--- src/rtl/unidade_pc_if.sv ---
// Control/status bundle of the program-counter unit: next-PC requests in, PC and stack status out.
interface unidade_pc_if #(
    parameter int LARGURA = 32
);
    logic                       parar;
    logic                       desvio;
    logic signed [LARGURA-1:0]  deslocamento;
    logic                       salto;
    logic                       chamada;
    logic                       retorno;
    logic        [LARGURA-1:0]  alvo;
    logic        [LARGURA-1:0]  pc_atual;
    logic        [LARGURA-1:0]  pc_mais;
    logic                       pilha_vazia;
    logic                       pilha_cheia;
    logic                       erro_pilha;

    modport master (
        output parar, desvio, deslocamento, salto, chamada, retorno, alvo,
        input  pc_atual, pc_mais, pilha_vazia, pilha_cheia, erro_pilha
    );

    modport slave (
        input  parar, desvio, deslocamento, salto, chamada, retorno, alvo,
        output pc_atual, pc_mais, pilha_vazia, pilha_cheia, erro_pilha
    );
endinterface

--- src/rtl/unidade_pc.sv ---
// MIPS program-counter unit: PC register, next-PC selection and a circular return-address stack.
module unidade_pc #(
    parameter int                 LARGURA      = 32,
    parameter int                 INCREMENTO   = 1,
    parameter logic [LARGURA-1:0] END_RESET    = '0,
    parameter int                 PROFUNDIDADE = 4
) (
    input  logic            clock,
    input  logic            reset_n,
    unidade_pc_if.slave     bus
);
    localparam int PW = (PROFUNDIDADE > 1) ? $clog2(PROFUNDIDADE) : 1;
    localparam int CW = $clog2(PROFUNDIDADE + 1);
    localparam logic [LARGURA-1:0] INC_W   = LARGURA'(INCREMENTO);
    localparam logic [CW-1:0]      CHEIO_C = CW'(PROFUNDIDADE);

    logic [LARGURA-1:0] pc_p0;
    logic [PW-1:0]      topo_p0;
    logic [CW-1:0]      conta_p0;
    logic               vazia_p0, cheia_p0, erro_p0;
    logic [LARGURA-1:0] pilha [PROFUNDIDADE];

    logic [LARGURA-1:0] pc_mais_w, pc_prox;
    logic [PW-1:0]      topo_prox, topo_ant, topo_seg;
    logic [CW-1:0]      conta_prox;
    logic               erro_prox, empilha;

    function automatic logic [PW-1:0] avanca(input logic [PW-1:0] p);
        return (p == PW'(PROFUNDIDADE - 1)) ? '0 : p + PW'(1);
    endfunction

    function automatic logic [PW-1:0] recua(input logic [PW-1:0] p);
        return (p == '0) ? PW'(PROFUNDIDADE - 1) : p - PW'(1);
    endfunction

    // Offset is two's complement, so modular addition of its bit pattern is the signed sum.
    function automatic logic [LARGURA-1:0] soma_desvio(input logic [LARGURA-1:0] base,
                                                       input logic signed [LARGURA-1:0] desl);
        return base + $unsigned(desl);
    endfunction

    assign pc_mais_w = pc_p0 + INC_W;
    assign topo_ant  = recua(topo_p0);
    assign topo_seg  = avanca(topo_p0);

    // topo_p0 is the next free slot; when full it also addresses the oldest entry.
    always_comb begin
        pc_prox    = pc_mais_w;
        topo_prox  = topo_p0;
        conta_prox = conta_p0;
        erro_prox  = erro_p0;
        empilha    = 1'b0;
        if (bus.parar) begin
            pc_prox = pc_p0;
        end else if (bus.retorno) begin
            if (conta_p0 == '0) begin
                erro_prox = 1'b1;
            end else begin
                pc_prox    = pilha[topo_ant];
                topo_prox  = topo_ant;
                conta_prox = conta_p0 - CW'(1);
            end
        end else if (bus.chamada) begin
            pc_prox   = bus.alvo;
            empilha   = 1'b1;
            topo_prox = topo_seg;
            if (conta_p0 == CHEIO_C) erro_prox = 1'b1;
            else                     conta_prox = conta_p0 + CW'(1);
        end else if (bus.salto) begin
            pc_prox = bus.alvo;
        end else if (bus.desvio) begin
            pc_prox = soma_desvio(pc_mais_w, bus.deslocamento);
        end
    end

    // Stage p0: PC, stack pointer, occupancy and flags.
    always_ff @(posedge clock) begin
        if (!reset_n) begin
            pc_p0    <= END_RESET;
            topo_p0  <= '0;
            conta_p0 <= '0;
            vazia_p0 <= 1'b1;
            cheia_p0 <= 1'b0;
            erro_p0  <= 1'b0;
        end else begin
            pc_p0    <= pc_prox;
            topo_p0  <= topo_prox;
            conta_p0 <= conta_prox;
            vazia_p0 <= (conta_prox == '0);
            cheia_p0 <= (conta_prox == CHEIO_C);
            erro_p0  <= erro_prox;
        end
    end

    always_ff @(posedge clock) begin
        if (reset_n && empilha) pilha[topo_p0] <= pc_mais_w;
    end

    assign bus.pc_atual    = pc_p0;
    assign bus.pc_mais     = pc_mais_w;
    assign bus.pilha_vazia = vazia_p0;
    assign bus.pilha_cheia = cheia_p0;
    assign bus.erro_pilha  = erro_p0;
endmodule

--- src/flat_wrapper.sv ---
// flat-port wrapper written by rule: the top's interface ports become plain ports
module unidade_pc_flat 
#(
    parameter int                 LARGURA      = 32,
    parameter int                 INCREMENTO   = 1,
    parameter logic [LARGURA-1:0] END_RESET    = '0,
    parameter int                 PROFUNDIDADE = 4
)
  (clock, reset_n, bus_parar, bus_desvio, bus_deslocamento, bus_salto, bus_chamada, bus_retorno, bus_alvo, bus_pc_atual, bus_pc_mais, bus_pilha_vazia, bus_pilha_cheia, bus_erro_pilha);
  unidade_pc_if #(.LARGURA(LARGURA)) bus_i ();
  input  logic clock;
  input  logic reset_n;
  input wire logic [$bits(bus_i.parar)-1:0] bus_parar;
  input wire logic [$bits(bus_i.desvio)-1:0] bus_desvio;
  input wire logic [$bits(bus_i.deslocamento)-1:0] bus_deslocamento;
  input wire logic [$bits(bus_i.salto)-1:0] bus_salto;
  input wire logic [$bits(bus_i.chamada)-1:0] bus_chamada;
  input wire logic [$bits(bus_i.retorno)-1:0] bus_retorno;
  input wire logic [$bits(bus_i.alvo)-1:0] bus_alvo;
  output wire logic [$bits(bus_i.pc_atual)-1:0] bus_pc_atual;
  output wire logic [$bits(bus_i.pc_mais)-1:0] bus_pc_mais;
  output wire logic [$bits(bus_i.pilha_vazia)-1:0] bus_pilha_vazia;
  output wire logic [$bits(bus_i.pilha_cheia)-1:0] bus_pilha_cheia;
  output wire logic [$bits(bus_i.erro_pilha)-1:0] bus_erro_pilha;
  assign bus_i.parar = bus_parar;
  assign bus_i.desvio = bus_desvio;
  assign bus_i.deslocamento = bus_deslocamento;
  assign bus_i.salto = bus_salto;
  assign bus_i.chamada = bus_chamada;
  assign bus_i.retorno = bus_retorno;
  assign bus_i.alvo = bus_alvo;
  assign bus_pc_atual = bus_i.pc_atual;
  assign bus_pc_mais = bus_i.pc_mais;
  assign bus_pilha_vazia = bus_i.pilha_vazia;
  assign bus_pilha_cheia = bus_i.pilha_cheia;
  assign bus_erro_pilha = bus_i.erro_pilha;
  unidade_pc #(.LARGURA(LARGURA), .INCREMENTO(INCREMENTO), .END_RESET(END_RESET), .PROFUNDIDADE(PROFUNDIDADE)) u_core (.clock(clock), .reset_n(reset_n), .bus(bus_i));
endmodule
--- config.mk ---
export PLATFORM = sky130hd
export DESIGN_NAME = unidade_pc_flat
export DESIGN_NICKNAME = d
export VERILOG_FILES = /design/src/rtl/unidade_pc_if.sv /design/src/rtl/unidade_pc.sv /design/src/flat_wrapper.sv
export SDC_FILE = /design/constraint.sdc
export NUM_CORES = 1
export LEC_CHECK = 0
export CORE_MARGIN = 2
export CORE_UTILIZATION = 50
export DETAILED_ROUTE_END_ITERATION = 10
export GPL_ROUTABILITY_DRIVEN = 0
export PLACE_DENSITY = 0.77
export RECOVER_POWER = 50
export SLEW_MARGIN = 10
export SYNTH_ARGS = -nofsm -noshare
export SYNTH_HDL_FRONTEND = slang
export SYNTH_SLANG_ARGS = --single-unit
--- constraint.sdc ---
create_clock -name clock -period 3.4 [get_ports clock]
set_input_delay 0.51 -clock clock [delete_from_list [all_inputs] [get_ports clock]]
set_output_delay 0.51 -clock clock [all_outputs]
set_load 0.01 [all_outputs]
==> results <==
worst max-delay path by stage:
stage | from | endpoint | slack (ns) | cells after the start
2_1_floorplan | u_core.bus.pc_atual[6] | u_core.bus.pc_atual[31] | -0.05 | 16
3_3_place_gp | u_core.bus.pc_atual[2] | u_core.bus.pc_atual[26] | -0.21 | 15
3_5_place_dp | u_core.bus.pc_atual[0] | u_core.bus.pc_atual[31] | -0.21 | 18
4_1_cts | u_core.bus.pc_atual[0] | u_core.bus.pc_atual[31] | -0.04 | 16
5_1_grt | u_core.bus.pc_atual[5] | u_core.bus.pc_atual[27] | -0.28 | 18
6_report | u_core.bus.pc_atual[5] | u_core.bus.pc_atual[27] | -0.16 | 18
repair_timing:
item,CTS,global route
buffers inserted,13,10
endpoints found under the setup margin,21,34
pin swaps,30,57
resized for setup,49,87
sequential cells by signal, summed over array words and instances, names as in the netlist:
register                flops
u_core.bus.pilha_cheia      1
u_core.bus.pilha_vazia      1
u_core.bus.erro_pilha       1
u_core.topo_p0              2
u_core.pilha              128
u_core.conta_p0             3
u_core.bus.pc_atual        32
synthesized netlist by cell type, drive strengths merged (12+ instances only):
cell    number
a21oi       75
and2        12
o21ai       66
inv         26
edfxtp     128
mux4        32
nor2        72
nand4       15
clkbuf      45
ha          46
nand3       34
o211ai      12
dfxtp       40
and3        14
a211oi      13
xor2        22
a21o        23
xnor2       31
nand2      100
layer usage:
layer  track usage  up-vias  wire length (um)
met5             0        -                 0
met4         0.129        0              1680
li1              -     4129                 -
met3        0.0661      166              3980
met1         0.455     4636             13600
met2         0.500      727             15900
kinds of logic after synthesis:
kind of cell / count (synthesis) / share of synthesized area
XOR/XNOR: 53 / 0.0468
AND/OR/NAND/NOR: 290 / 0.139
adder cells (fa/ha/maj): 47 / 0.0601
buffers and inverters: 76 / 0.0299
AO/OA/AOI/OAI: 267 / 0.177
flip-flops: 168 / 0.469
multiplexers: 38 / 0.0788
metrics by stage:
stage | instance area [sq um] | cells
6_report | 14200 | 1503
5_1_grt | 14200 | 1503
4_1_cts | 13800 | 1494
3_5_place_dp | 12800 | 1449
3_3_place_gp | 12800 | 1449
2_1_floorplan | 10100 | 939
power by group through the flow:
| stage | clock network [mW] | logic [mW] | registers, mW |
|---|---|---|---|
| 2_1_floorplan | 0 | 0.888 | 2.41 |
| 3_3_place_gp | 0 | 1.69 | 2.38 |
| 3_5_place_dp | 0 | 1.71 | 2.38 |
| 4_1_cts | 2.00 | 1.79 | 2.33 |
| 5_1_grt | 2.08 | 2.07 | 2.34 |
| 6_report | 2.00 | 1.97 | 2.34 |
final cells by class:
class	instances	area share
sequential	168	0.327
tap	265	0.0233
clock inverter	15	0.0126
multi-input combinational	695	0.405
timing repair buffer	317	0.195
inverter	26	0.00685
clock buffer	17	0.0299
worst max-delay path, cell delays in order (launching register included):
cell	delay [ns]
dfxtp_2	0.35
and3_4	0.22
nand3_1	0.18
nor2_4	0.15
xnor2_2	0.14
inv_1	0.13
buf_4	0.16
ha_1	0.30
o21ai_1	0.23
nand2b_1	0.15
buf_4	0.16
a221oi_2	0.27
a21boi_2	0.11
a41oi_2	0.20
buf_4	0.17
o21ai_2	0.07
xor2_1	0.15
a221oi_1	0.24
nor2_1	0.06
==> results.tsv <==
metric	value	unit
drive_above_1_share	0.303	
p_comb_frac	0.312	
final_common_cell	buf_4	
leakagePower	5.53	nW
cp_max_fo	4	
rows	51	
hold_buffers	0	
clock.fmax	0.281	GHz
finalSetupViolCount	9	
drtAntennaViolNets	0	
holdWs	0.487	ns
pin_count	138	
clockBufferDepth	2	
switching_share	0.326	
cts.sink_count	168	
grt_overflow	0	
nNetsFinal	1343	
ir_worst_vdd	374	uV
violations	setup timing	
core	19500	sq um
cts-root-buf	clkbuf_16	
die_w	145	um
first_pass_iters	7	
timing.rr.end	u_core.bus.pc_atual[27]	
synth_warnings	0	
hold_viol	0	
fp.dieH	145	um
port-buffer-count	137	
final_critical_path_setup_slack	-0.164	ns
cts_buffers	17	
min_period	3.56	ns
finish.utilization	0.732	
clk_latency	0.45	ns
power_switching	2.06	mW
tns	-0.733	ns
synth_seq_area_share	0.469	
endpoint_kind	register	
dieArea	21000	sq um
clkPwrFrac	0.317	
r2r_start	u_core.bus.pc_atual[5]	
power.total	6.30	mW
hpwl	23600	um
route.detailed.drc	0	
grt_start_max_net_pins	41	
critPathRequiredTime	3.74	ns
grt_pass1_vias	8948	
async_flop_share	0	
worstMarginPinSlew	0.726	ns
hp-class	reg2reg	
ys_seq_elements	168	
seqCellArea	4660	sq um
drv_slew	0	
min_period_over_period	1.05	
fill_cells	1264	
multi_input_area	5760	sq um
ys.flop_type	edfxtp_1	
grtUsageTotal	0.325	
critPathKind	reg2reg	
seqPwrFrac	0.371	
power.density	443	nW/um^2
vias_per_cell	6.43	
worstPathArrival	3.90	ns
synth_area_leaders	edfxtp_1 39%, dfxtp_1 8.1%, mux4_2 7.3%	
hold_depth	2	
antenna_cells	0	
cts_tree	yes	
p_int	4.25	mW
rsz0062_at_grt	true	
max_slew_margin	0.514	
floorplan.initialDensity	0.509	
reg2reg_depth	18	
hp-start	u_core.bus.erro_pilha	
yosys.area.top_type	edfxtp_1	
synth_cell_types	72	
drt_wl_total	35100	um
rrSetupSlack	-0.16	ns
synth-edff-count	128	
htree_num_levels	4	
place_ws	-0.207	ns
hold_end	u_core.bus.erro_pilha	
outcome	finished, violations left	
max_cap_viol_count	0	
start_kind	register	
syn2layout_area_growth	43.7	%
wl_per_cell	23.4	um
vias	9658	
final.setup_skew	0.0113	ns
layout_common_cells	172 x buf_4, 131 x clkdlybuf4s50_1, 128 x edfxtp_1	
synthCells	939	
syn_avg_cell_area	10.6	sq um
synthesis.nets	1057	
synth.cell_area	9910	sq um
clk_pin_slew	0.08	ns
antenna_found_initial	0	
drt_iter0_drc	1289	
grt_pass1_wl	50400	um
yosys.area.top_type_share	0.388	
(Power assumes the default switching activity.)
